**src/rtl/keypad_pkg.sv**
```systemverilog
// Shared constants and key-map helpers for the 3x4 keypad scanner.
package keypad_pkg;

    localparam int unsigned NUM_COLS  = 3;
    localparam int unsigned NUM_ROWS  = 4;
    localparam int unsigned NUM_KEYS  = NUM_COLS * NUM_ROWS;
    localparam int unsigned CODE_W    = 4;
    localparam int unsigned COL_IDX_W = 2;

    localparam logic [CODE_W-1:0] KEY_NONE  = 4'hF;
    localparam logic [CODE_W-1:0] KEY_MULTI = 4'hE;
    localparam logic [CODE_W-1:0] KEY_STAR  = 4'd10;
    localparam logic [CODE_W-1:0] KEY_HASH  = 4'd11;

    // Phone layout: rows 0..2 hold digits 1..9, bottom row is '*', '0', '#'.
    function automatic logic [CODE_W-1:0] key_map(input logic [1:0] row, input logic [1:0] col);
        logic [CODE_W-1:0] code;
        if (row == 2'd3) begin
            case (col)
                2'd0:    code = KEY_STAR;
                2'd1:    code = 4'd0;
                default: code = KEY_HASH;
            endcase
        end else begin
            code = CODE_W'(row) * 4'd3 + CODE_W'(col) + 4'd1;
        end
        return code;
    endfunction

    function automatic logic is_key(input logic [CODE_W-1:0] code);
        return code <= KEY_HASH;
    endfunction

endpackage

```
**src/rtl/keypad_frame_debounce.sv**
```systemverilog
// Frame-level debouncer: a code must repeat for DEBOUNCE_FRAMES frames before it becomes stable.
module keypad_frame_debounce
    import keypad_pkg::*;
#(
    parameter int unsigned DEBOUNCE_FRAMES = 7
) (
    input  logic              clk,
    input  logic              rst,
    input  logic [CODE_W-1:0] frame_code,
    input  logic              frame_strobe,
    output logic              accept_c
);

    localparam int unsigned CNT_W = 4;
    localparam logic [CNT_W-1:0] CNT_MAX = CNT_W'(DEBOUNCE_FRAMES);

    logic [CODE_W-1:0] candidate;
    logic [CODE_W-1:0] stable;
    logic [CNT_W-1:0]  count;
    logic [CNT_W-1:0]  count_nxt_c;

    // After the update the candidate always equals frame_code, so compare that against stable.
    always_comb begin
        count_nxt_c = count;
        if (frame_code != candidate) begin
            count_nxt_c = CNT_W'(1);
        end else if (count >= CNT_MAX) begin
            count_nxt_c = CNT_MAX;
        end else begin
            count_nxt_c = count + CNT_W'(1);
        end
        accept_c = frame_strobe && (count_nxt_c >= CNT_MAX) && (frame_code != stable);
    end

    always_ff @(posedge clk or posedge rst) begin
        if (rst) begin
            candidate <= KEY_NONE;
            stable    <= KEY_NONE;
            count     <= '0;
        end else if (frame_strobe) begin
            candidate <= frame_code;
            count     <= count_nxt_c;
            if (accept_c) begin
                stable <= frame_code;
            end
        end
    end

endmodule

```
**src/rtl/keypad_event_scanner.sv**
```systemverilog
// Keypad column scanner, frame accumulator and key event generator.
// Optional auto-repeat of held keys is enabled by defining KEYPAD_AUTOREPEAT_EN.
module keypad_event_scanner
    import keypad_pkg::*;
#(
    parameter int unsigned DEBOUNCE_FRAMES     = 7,
    parameter int unsigned REPEAT_DELAY_FRAMES = 100,
    parameter int unsigned REPEAT_RATE_FRAMES  = 33
) (
    input  logic                clk,
    input  logic                rst,
    output logic [NUM_COLS-1:0] key_col,
    input  logic [NUM_ROWS-1:0] key_row,
    output logic                key_valid,
    output logic [CODE_W-1:0]   key_code,
    output logic                key_star_rise,
    output logic                key_held
);

    if (DEBOUNCE_FRAMES == 0 || DEBOUNCE_FRAMES > 15 ||
        REPEAT_DELAY_FRAMES == 0 || REPEAT_RATE_FRAMES == 0) begin : g_bad_params
        $error("keypad_event_scanner: parameter out of range");
    end

    logic [COL_IDX_W-1:0] col_idx;
    logic [NUM_KEYS-1:0]  acc;
    logic [NUM_KEYS-1:0]  frame_bits_c;
    logic [CODE_W-1:0]    frame_code_c;
    logic                 frame_strobe_c;
    logic                 accept_c;
    logic                 repeat_fire_c;
    logic [3:0]           hits;
    logic [CODE_W-1:0]    single_code;

    // Merge this cycle's row sample into the frame and classify the result.
    always_comb begin
        frame_bits_c = acc;
        for (int r = 0; r < int'(NUM_ROWS); r++) begin
            frame_bits_c[r*NUM_COLS + int'(col_idx)] = key_row[r];
        end
        hits        = '0;
        single_code = KEY_NONE;
        for (int r = 0; r < int'(NUM_ROWS); r++) begin
            for (int c = 0; c < int'(NUM_COLS); c++) begin
                if (frame_bits_c[r*NUM_COLS + c]) begin
                    hits        = hits + 4'd1;
                    single_code = key_map(2'(r), 2'(c));
                end
            end
        end
        if (hits == 4'd0) begin
            frame_code_c = KEY_NONE;
        end else if (hits == 4'd1) begin
            frame_code_c = single_code;
        end else begin
            frame_code_c = KEY_MULTI;
        end
        frame_strobe_c = (col_idx == COL_IDX_W'(NUM_COLS - 1));
    end

    always_ff @(posedge clk or posedge rst) begin
        if (rst) begin
            col_idx <= '0;
            key_col <= NUM_COLS'(1);
            acc     <= '0;
        end else if (frame_strobe_c) begin
            col_idx <= '0;
            key_col <= NUM_COLS'(1);
            acc     <= '0;
        end else begin
            col_idx <= col_idx + COL_IDX_W'(1);
            key_col <= {key_col[NUM_COLS-2:0], key_col[NUM_COLS-1]};
            acc     <= frame_bits_c;
        end
    end

    keypad_frame_debounce #(
        .DEBOUNCE_FRAMES(DEBOUNCE_FRAMES)
    ) u_debounce (
        .clk         (clk),
        .rst         (rst),
        .frame_code  (frame_code_c),
        .frame_strobe(frame_strobe_c),
        .accept_c    (accept_c)
    );

`ifdef KEYPAD_AUTOREPEAT_EN
    localparam int unsigned REP_MAX = (REPEAT_DELAY_FRAMES > REPEAT_RATE_FRAMES) ?
                                      REPEAT_DELAY_FRAMES : REPEAT_RATE_FRAMES;
    localparam int unsigned REP_W   = $clog2(REP_MAX + 1);

    logic [REP_W-1:0] rep_cnt;
    logic             rep_armed;
    logic [REP_W-1:0] rep_target_c;

    // key_held mirrors "stable is a valid key", so it gates the repeat timer.
    always_comb begin
        rep_target_c  = rep_armed ? REP_W'(REPEAT_RATE_FRAMES) : REP_W'(REPEAT_DELAY_FRAMES);
        repeat_fire_c = frame_strobe_c && key_held && !accept_c &&
                        ((rep_cnt + REP_W'(1)) == rep_target_c);
    end

    always_ff @(posedge clk or posedge rst) begin
        if (rst) begin
            rep_cnt   <= '0;
            rep_armed <= 1'b0;
        end else if (accept_c) begin
            rep_cnt   <= '0;
            rep_armed <= 1'b0;
        end else if (frame_strobe_c && key_held) begin
            if (repeat_fire_c) begin
                rep_cnt   <= '0;
                rep_armed <= 1'b1;
            end else begin
                rep_cnt <= rep_cnt + REP_W'(1);
            end
        end
    end
`else
    assign repeat_fire_c = 1'b0;
`endif

    // Events are registered so they appear for exactly the cycle after stable changes.
    always_ff @(posedge clk or posedge rst) begin
        if (rst) begin
            key_valid     <= 1'b0;
            key_star_rise <= 1'b0;
            key_held      <= 1'b0;
            key_code      <= KEY_NONE;
        end else begin
            key_valid     <= 1'b0;
            key_star_rise <= 1'b0;
            if (accept_c) begin
                key_held <= is_key(frame_code_c);
                if (is_key(frame_code_c)) begin
                    key_valid     <= 1'b1;
                    key_code      <= frame_code_c;
                    key_star_rise <= (frame_code_c == KEY_STAR);
                end
            end else if (repeat_fire_c) begin
                key_valid <= 1'b1;
            end
        end
    end

endmodule

```
**config.mk**
```make
export PLATFORM = sky130hd
export DESIGN_NAME = keypad_event_scanner
export DESIGN_NICKNAME = d
export VERILOG_FILES = /design/src/rtl/keypad_pkg.sv /design/src/rtl/keypad_frame_debounce.sv /design/src/rtl/keypad_event_scanner.sv
export SDC_FILE = /design/constraint.sdc
export NUM_CORES = 1
export LEC_CHECK = 0
export ABC_AREA = 1
export CORE_MARGIN = 5
export CORE_UTILIZATION = 35
export CTS_CLUSTER_SIZE = 30
export DETAILED_ROUTE_END_ITERATION = 12
export DONT_BUFFER_PORTS = 1
export PLACE_DENSITY = 0.5
export SYNTH_ARGS = -nofsm -noshare
export SYNTH_HDL_FRONTEND = slang
export SYNTH_SLANG_ARGS = --single-unit
```
**constraint.sdc**
```tcl
create_clock -name clk -period 11.9 [get_ports clk]
set_clock_uncertainty 0.05 [all_clocks]
set_input_delay 1.19 -clock clk [delete_from_list [all_inputs] [get_ports clk]]
set_output_delay 1.19 -clock clk [all_outputs]
set_load 0.005 [all_outputs]
```
# Word level (Yosys, flattened, before mapping)
# Index checks and enable logic that the tools add are counted.
# word_totals
out_inout_bits,10
elab_cells,98
register_bits,36
inputBits,6
# classes
order_cmp,11
mux,47
addsub,16
n_eq_ne,5
reduce_logical,9
# op_table
cell,n
$mux W4,27
$add A4 B1 Y4 const B,12
$bwmux W12,4
$demux W1 S4,3
$mux W12,1
$mux W1,9
$ge A4 B3 Y1 const B,2
$ne A4 B4 Y1,2
$logic_and A1 B1 Y1,6
$add A4 B2 Y5 const A,1
$ge A5 B1 Y1 const B,1
$lt A2 B5 Y1 const B,1
$lt A3 B5 Y1 const B,1
$lt A4 B5 Y1 const B,1
$lt A5 B5 Y1 const B,1
$add A3 B2 Y4 const A,1
$eq A4 B1 Y1 const B,1
$eq A4 B4 Y1 const B,1
$ge A4 B1 Y1 const B,1
$le A4 B4 Y1 const B,1
$logic_not A4 Y1,1
$reduce_and A2 Y1,2
$add A2 B2 Y3 const A,1
$ge A3 B1 Y1 const B,1
other kinds (6),6

# Depth between registers and ports, before layout
# logic_depth
depth_word,40
depth_mapped,53
ltp_nobuf,53

# Modules after synthesis
# A second synthesis with hierarchy kept.
# hier_totals
cells_unflattened,465
area_unflattened_um2,3084.2
# by_module_without_submodules
mod,area_each_um2,cells_each,seq_area_each_um2,instances
keypad_event_scanner,2376.0,374,606.8,1
keypad_frame_debounce,708.2,91,310.3,1

# Worst setup path before layout
# Ideal clock, no wire load.
# synth_path
path_kind,input -> register
start,input key_row[0]
end,register key_held
required_time_ns,11.732
path_buffers,0
cell_stages,44
setup_slack_ns,4.010
arrival_ns,7.722
setup_ns,0.118
cell_sequence,nand2_1 -> nand3_1 -> nand2_1 -> ha_1 -> inv_1 -> nand3_2 -> nand2_2 -> ha_1 -> nand2_1 -> nand2_1 -> ha_1 -> or2_1 -> and2_1 -> ha_1 -> nand2_1 -> nand2_1 -> ha_1 -> or2_2 -> [... 8 more ...] -> inv_1 -> ha_1 -> nand2_1 -> nand2_1 -> ha_1 -> o21ai_0 -> inv_1 -> ha_1 -> nor2_1 -> a31oi_1 -> nor3_4 -> nand4_2 -> xor2_1 -> nor2_1 -> a21oi_4 -> nand2_4 -> nand2_1 -> nand2_1
# synth_between
elab_chain_cells,35
word_cells_on_any_way,50
classes_between,add/sub: 11; order compare: 2; eq/ne: 3; mux: 31; reduce/logical: 3
# synth_lines
element,line_no,source
start: declaration,keypad_event_scanner.sv:13,"input logic [NUM_ROWS-1:0] key_row,"
$bwmux W12 * (4 in series),keypad_event_scanner.sv:39,frame_bits_c[r*NUM_COLS + int'(col_idx)] = key_row[r];
$mux W1,keypad_event_scanner.sv:45,if (frame_bits_c[r*NUM_COLS + c]) begin
$add A4 B1 Y4,keypad_event_scanner.sv:46,hits = hits + 4'd1;
$mux W4,keypad_event_scanner.sv:45,
$add A4 B1 Y4,keypad_event_scanner.sv:46,
$mux W4,keypad_event_scanner.sv:45,
$add A4 B1 Y4,keypad_event_scanner.sv:46,
$mux W4,keypad_event_scanner.sv:45,
[... 15 more ...],n/a,
$mux W4,keypad_event_scanner.sv:45,
$eq A4 B1 Y1,keypad_event_scanner.sv:53,end else if (hits == 4'd1) begin
$mux W4,keypad_event_scanner.sv:53,
$mux W4 *,keypad_event_scanner.sv:51,if (hits == 4'd0) begin
$ne A4 B4 Y1,keypad_frame_debounce.sv:25,if (frame_code != candidate) begin
$mux W4,keypad_frame_debounce.sv:25,
$ge A4 B3 Y1,keypad_frame_debounce.sv:32,accept_c = frame_strobe && (count_nxt_c >= CNT_MAX) && (frame_code != stable);
$logic_and A1 B1 Y1 (2 in series),keypad_frame_debounce.sv:32,
end signal: assignment,keypad_event_scanner.sv:134,key_held <= is_key(frame_code_c);
end: declaration,keypad_event_scanner.sv:17,output logic key_held
# Every way passes the cells marked *; elsewhere a longest branch is shown, timed or not.
# A chain may end at the register's enable or synchronous reset.

# Worst setup path after layout
# layout_path
start,register col_idx[0]
end,register key_star_rise
# layout_between
elab_chain_cells,40
word_cells_on_any_way,77
classes_between,add/sub: 14; order compare: 10; eq/ne: 5; mux: 41; reduce/logical: 7
# layout_lines
element,line_no,source
start: declaration,keypad_event_scanner.sv:25,logic [COL_IDX_W-1:0] col_idx;
start signal: assignment,keypad_event_scanner.sv:71,col_idx <= col_idx + COL_IDX_W'(1);
$add A2 B2 Y3 (tied with other cells),keypad_event_scanner.sv:39,
$lt A3 B5 Y1 (not written as such) (tied with other cells),keypad_event_scanner.sv:39,
$logic_and A1 B1 Y1 (not written as such) or $mux W1 (tied branches),keypad_event_scanner.sv:39,
$mux W1 (not written as such) or $demux W1 S2 (tied branches),keypad_event_scanner.sv:39,
$demux W1 S4 or $bwmux W12 (tied branches),keypad_event_scanner.sv:39,
$bwmux W12 (3 in series),keypad_event_scanner.sv:39,
$mux W1,keypad_event_scanner.sv:45,
$add A4 B1 Y4,keypad_event_scanner.sv:46,
[... 21 more ...],n/a,
$eq A4 B1 Y1,keypad_event_scanner.sv:53,
$mux W4,keypad_event_scanner.sv:53,
$mux W4,keypad_event_scanner.sv:51,
$ne A4 B4 Y1,keypad_frame_debounce.sv:25,
$mux W4,keypad_frame_debounce.sv:25,
$ge A4 B3 Y1,keypad_frame_debounce.sv:32,
$logic_and A1 B1 Y1 (2 in series),keypad_frame_debounce.sv:32,
$mux W1 *,keypad_event_scanner.sv:133,if (accept_c) begin
end signal: assignment,keypad_event_scanner.sv:138,key_star_rise <= (frame_code_c == KEY_STAR);
end: declaration,keypad_event_scanner.sv:16,"output logic key_star_rise,"
# Marks and branches as above.

==> qor.txt <==
number of cells upsized or downsized after cts - 0
routability cong. - 0.8405
portion of the clock cycle consumed by the worst path in the final layout - 0.7130
total vias in the final route - 2810
number of max-cap violations - 0
biggest fanout along the worst timing path - 9
distinct cell type count after synthesis - 41
Final Net Count - 492
count of TritonRoute iterations in the first routing pass - 4
CTS clk-pin slew, worst paths - 0.07 ns
critical path arrival - 8.63 ns
type of the worst setup path - reg -> reg
origin of the critical flop-to-flop path - col_idx[0]
critical path launch point - col_idx[0]
type of origin of the critical path - flip-flop
syn avg cell area - 6.906 µm²
pins over their slew limit - 0
CTS tree - done
start point of the worst hold path - key_code[0]
aggregate global routing overflow - 0
starting density of the core - 0.3535
max frequency - 0.1179 GHz
global-route wire length before repair - 12.77 mm
total clock buffers created by CTS - 5
Post-Route WL - 7.270 mm
worst-margin pin slew - 0.7315 ns
Power Density - 128.0 mW/mm²
number of cells traversed by the worst hold path - 2
sequential area share after synthesis - 0.2862
post-synthesis instance area - 0.003204 mm²
count of flip-flops with a built-in enable after synthesis - 0
leakage power total - 1.886 nW
number of buffers added for setup after CTS - 0
overall track demand over capacity in global routing - 0.1390
status - complete, no violations
cell chosen for the clock root - sky130_fd_sc_hd__clkbuf_8
Sink Count - 36
delay of the slowest cell on the worst path - 0.48 ns
detailed-route vias per instance - 4.845
clock latency at the later pin of the worst-skew pair - 0.28 ns
total negative slack for setup checks - 0 ns
number of antenna violations at the first check in global routing - 0
worst relative slew slack - 0.5072
required time of the critical path - 12.05 ns
RSZ-0062 raised after global routing - no
synthesized netlist net count - 488
cts-stage hold buffer count - 0
Routed Antenna Nets - 0
height of the chip - 105.7 µm
most used flip-flop cell after synthesis - sky130_fd_sc_hd__dfrtp_1
most numerous cell on the critical path - sky130_fd_sc_hd__nand2_1
CP max-delay cell - sky130_fd_sc_hd__dfrtp_1
Final min period - 8.485 ns
number of synthesized register bits - 36
drc violations - 0
H-tree depth - 2
worst hold-check path type - reg -> reg
warning count from the yosys run - 0
kind of capture point of the worst setup path - flip-flop
number of DRC violations after detailed-routing iteration 0 - 68
I/O Pins - 16
via count of the first global-routing pass - 2719
fraction of registers with async set/reset - 1.000
PortBufs - 0
FF-to-FF path depth - 47
number of failing setup endpoints in the final timing report - 0
signed area change from the synthesized netlist to the final layout - 7.068%
final design utilization - 0.3785
Core ar. - 0.009065 mm²
Fin. Hold Viols - 0
HPWL reported at the end of detailed placement - 5.864 mm
die boundary width - 105.7 µm
share of post-route cells with drive strength above 1 - 0.1940
Die Footprint - 0.01117 mm²
worst ir drop on vdd - 0.04773 mV
row cnt - 35
number of antenna repair diodes - 0
wire per inst - 12.53 µm
Max clock buf depth - 2
pin count of the biggest net entering global routing - 37
number of instances in the synthesized netlist - 464
where the power goes:
group,internal (mW),total (mW),switching [mW]
logic,0.0569,0.168,0.111
registers,0.151,0.165,0.0138
clock network,0.0622,0.106,0.0437
total,0.270,0.439,0.169
worst max-delay path, delay by kind of cell (launching register included):
kind | cells | cell delay, ns
flops | 1 | 0.48
fa+ha+maj | 11 | 3.12
xor+xnor | 1 | 0.19
compound gates | 3 | 0.57
simple gates | 26 | 3.39
buf+inv | 6 | 0.56
cell type report:
class | count | area (µm²)
fillers | 980 | 5634
multi-input cells | 351 | 1982
flip-flops and latches | 36 | 917.1
inverters | 72 | 270.3
well taps | 111 | 138.9
clock buffers | 6 | 72.57
clock inverters | 2 | 35.03
repair buffers | 2 | 15.01
cell usage in the layout, fill, tap and decap left out, types with 10 or more instances in the layout:
master | netlist | routed
sky130_fd_sc_hd__dfstp_2 | 13 | 13
sky130_fd_sc_hd__nand2_1 | 135 | 135
sky130_fd_sc_hd__inv_2 | 10 | 10
sky130_fd_sc_hd__ha_1 | 18 | 18
sky130_fd_sc_hd__inv_1 | 61 | 61
sky130_fd_sc_hd__o21ai_0 | 16 | 16
sky130_fd_sc_hd__nand3_2 | 15 | 15
sky130_fd_sc_hd__nand3_1 | 46 | 46
sky130_fd_sc_hd__nand4_1 | 12 | 12
sky130_fd_sc_hd__dfrtp_1 | 23 | 23
sky130_fd_sc_hd__nand2_2 | 20 | 20
sky130_fd_sc_hd__nor2_1 | 36 | 36
routing by layer:
layer,up-vias,GRT usage,wire (µm)
met5,-,0,0
met4,0,0.03885,89
met3,4,0.01960,148
met2,25,0.2227,3257
met1,1286,0.1949,3775
li1,1495,-,-
final timing paths:
kind,endpoint,slack (ns)
max reg2reg,key_star_rise,3.41
max,key_star_rise,3.41
max in group asynchronous,key_code[1],10.59
min,key_code[0],0.43
min reg2reg,key_code[0],0.43
min in group asynchronous,col_idx[0],0.85
flip-flops by register name (all words and copies together), names as in the netlist, 2 cells and up:
register	cells
acc	12
col_idx	2
key_code	4
key_col	3
u_debounce.candidate	4
u_debounce.count	4
u_debounce.stable	4
cell usage after synthesis (3+ instances only):
cell type / count / area [µm²]
sky130_fd_sc_hd__nand4_1: 12 / 75.07
sky130_fd_sc_hd__dfstp_2: 13 / 341.6
sky130_fd_sc_hd__inv_2: 10 / 37.54
sky130_fd_sc_hd__nand3_2: 15 / 150.1
sky130_fd_sc_hd__nand2_2: 20 / 125.1
sky130_fd_sc_hd__o21ai_1: 3 / 15.01
sky130_fd_sc_hd__ha_1: 18 / 225.2
sky130_fd_sc_hd__inv_1: 61 / 229.0
sky130_fd_sc_hd__a31oi_1: 3 / 18.77
sky130_fd_sc_hd__dfrtp_1: 23 / 575.6
sky130_fd_sc_hd__or2_2: 3 / 18.77
sky130_fd_sc_hd__nand2_1: 135 / 506.7
sky130_fd_sc_hd__nand2_4: 3 / 33.78
sky130_fd_sc_hd__o21ai_0: 16 / 80.08
sky130_fd_sc_hd__nor2_2: 3 / 18.77
sky130_fd_sc_hd__a21oi_1: 9 / 45.04
sky130_fd_sc_hd__o21ai_2: 4 / 35.03
sky130_fd_sc_hd__nor2_1: 36 / 135.1
sky130_fd_sc_hd__nand3_1: 46 / 230.2
sky130_fd_sc_hd__o211ai_1: 4 / 30.03
per-stage QoR:
step	worst slack (ns)	power [mW]	hold slack, ns	cells	cell area [µm²]
2_1_floorplan	4.010	0.3055	0.3999	464	3204
3_3_place_gp	3.519	0.3349	0.4161	572	3323
3_5_place_dp	3.296	0.3366	0.4189	572	3323
4_1_cts	3.400	0.4449	0.4303	580	3431
5_1_grt	2.694	0.4795	0.4528	580	3431
6_report	3.415	0.4392	0.4293	580	3431
cell families after synthesis:
group | share of synthesized area
buffers and inverters | 0.09527
DFF | 0.2862
xor gates and xnor gates | 0.01406
AOI/OAI and AO/OA | 0.08747
and+or+nand+nor | 0.4467
adders and majority gates | 0.07029
No activity file was read; power rests on OpenSTA's default activity.
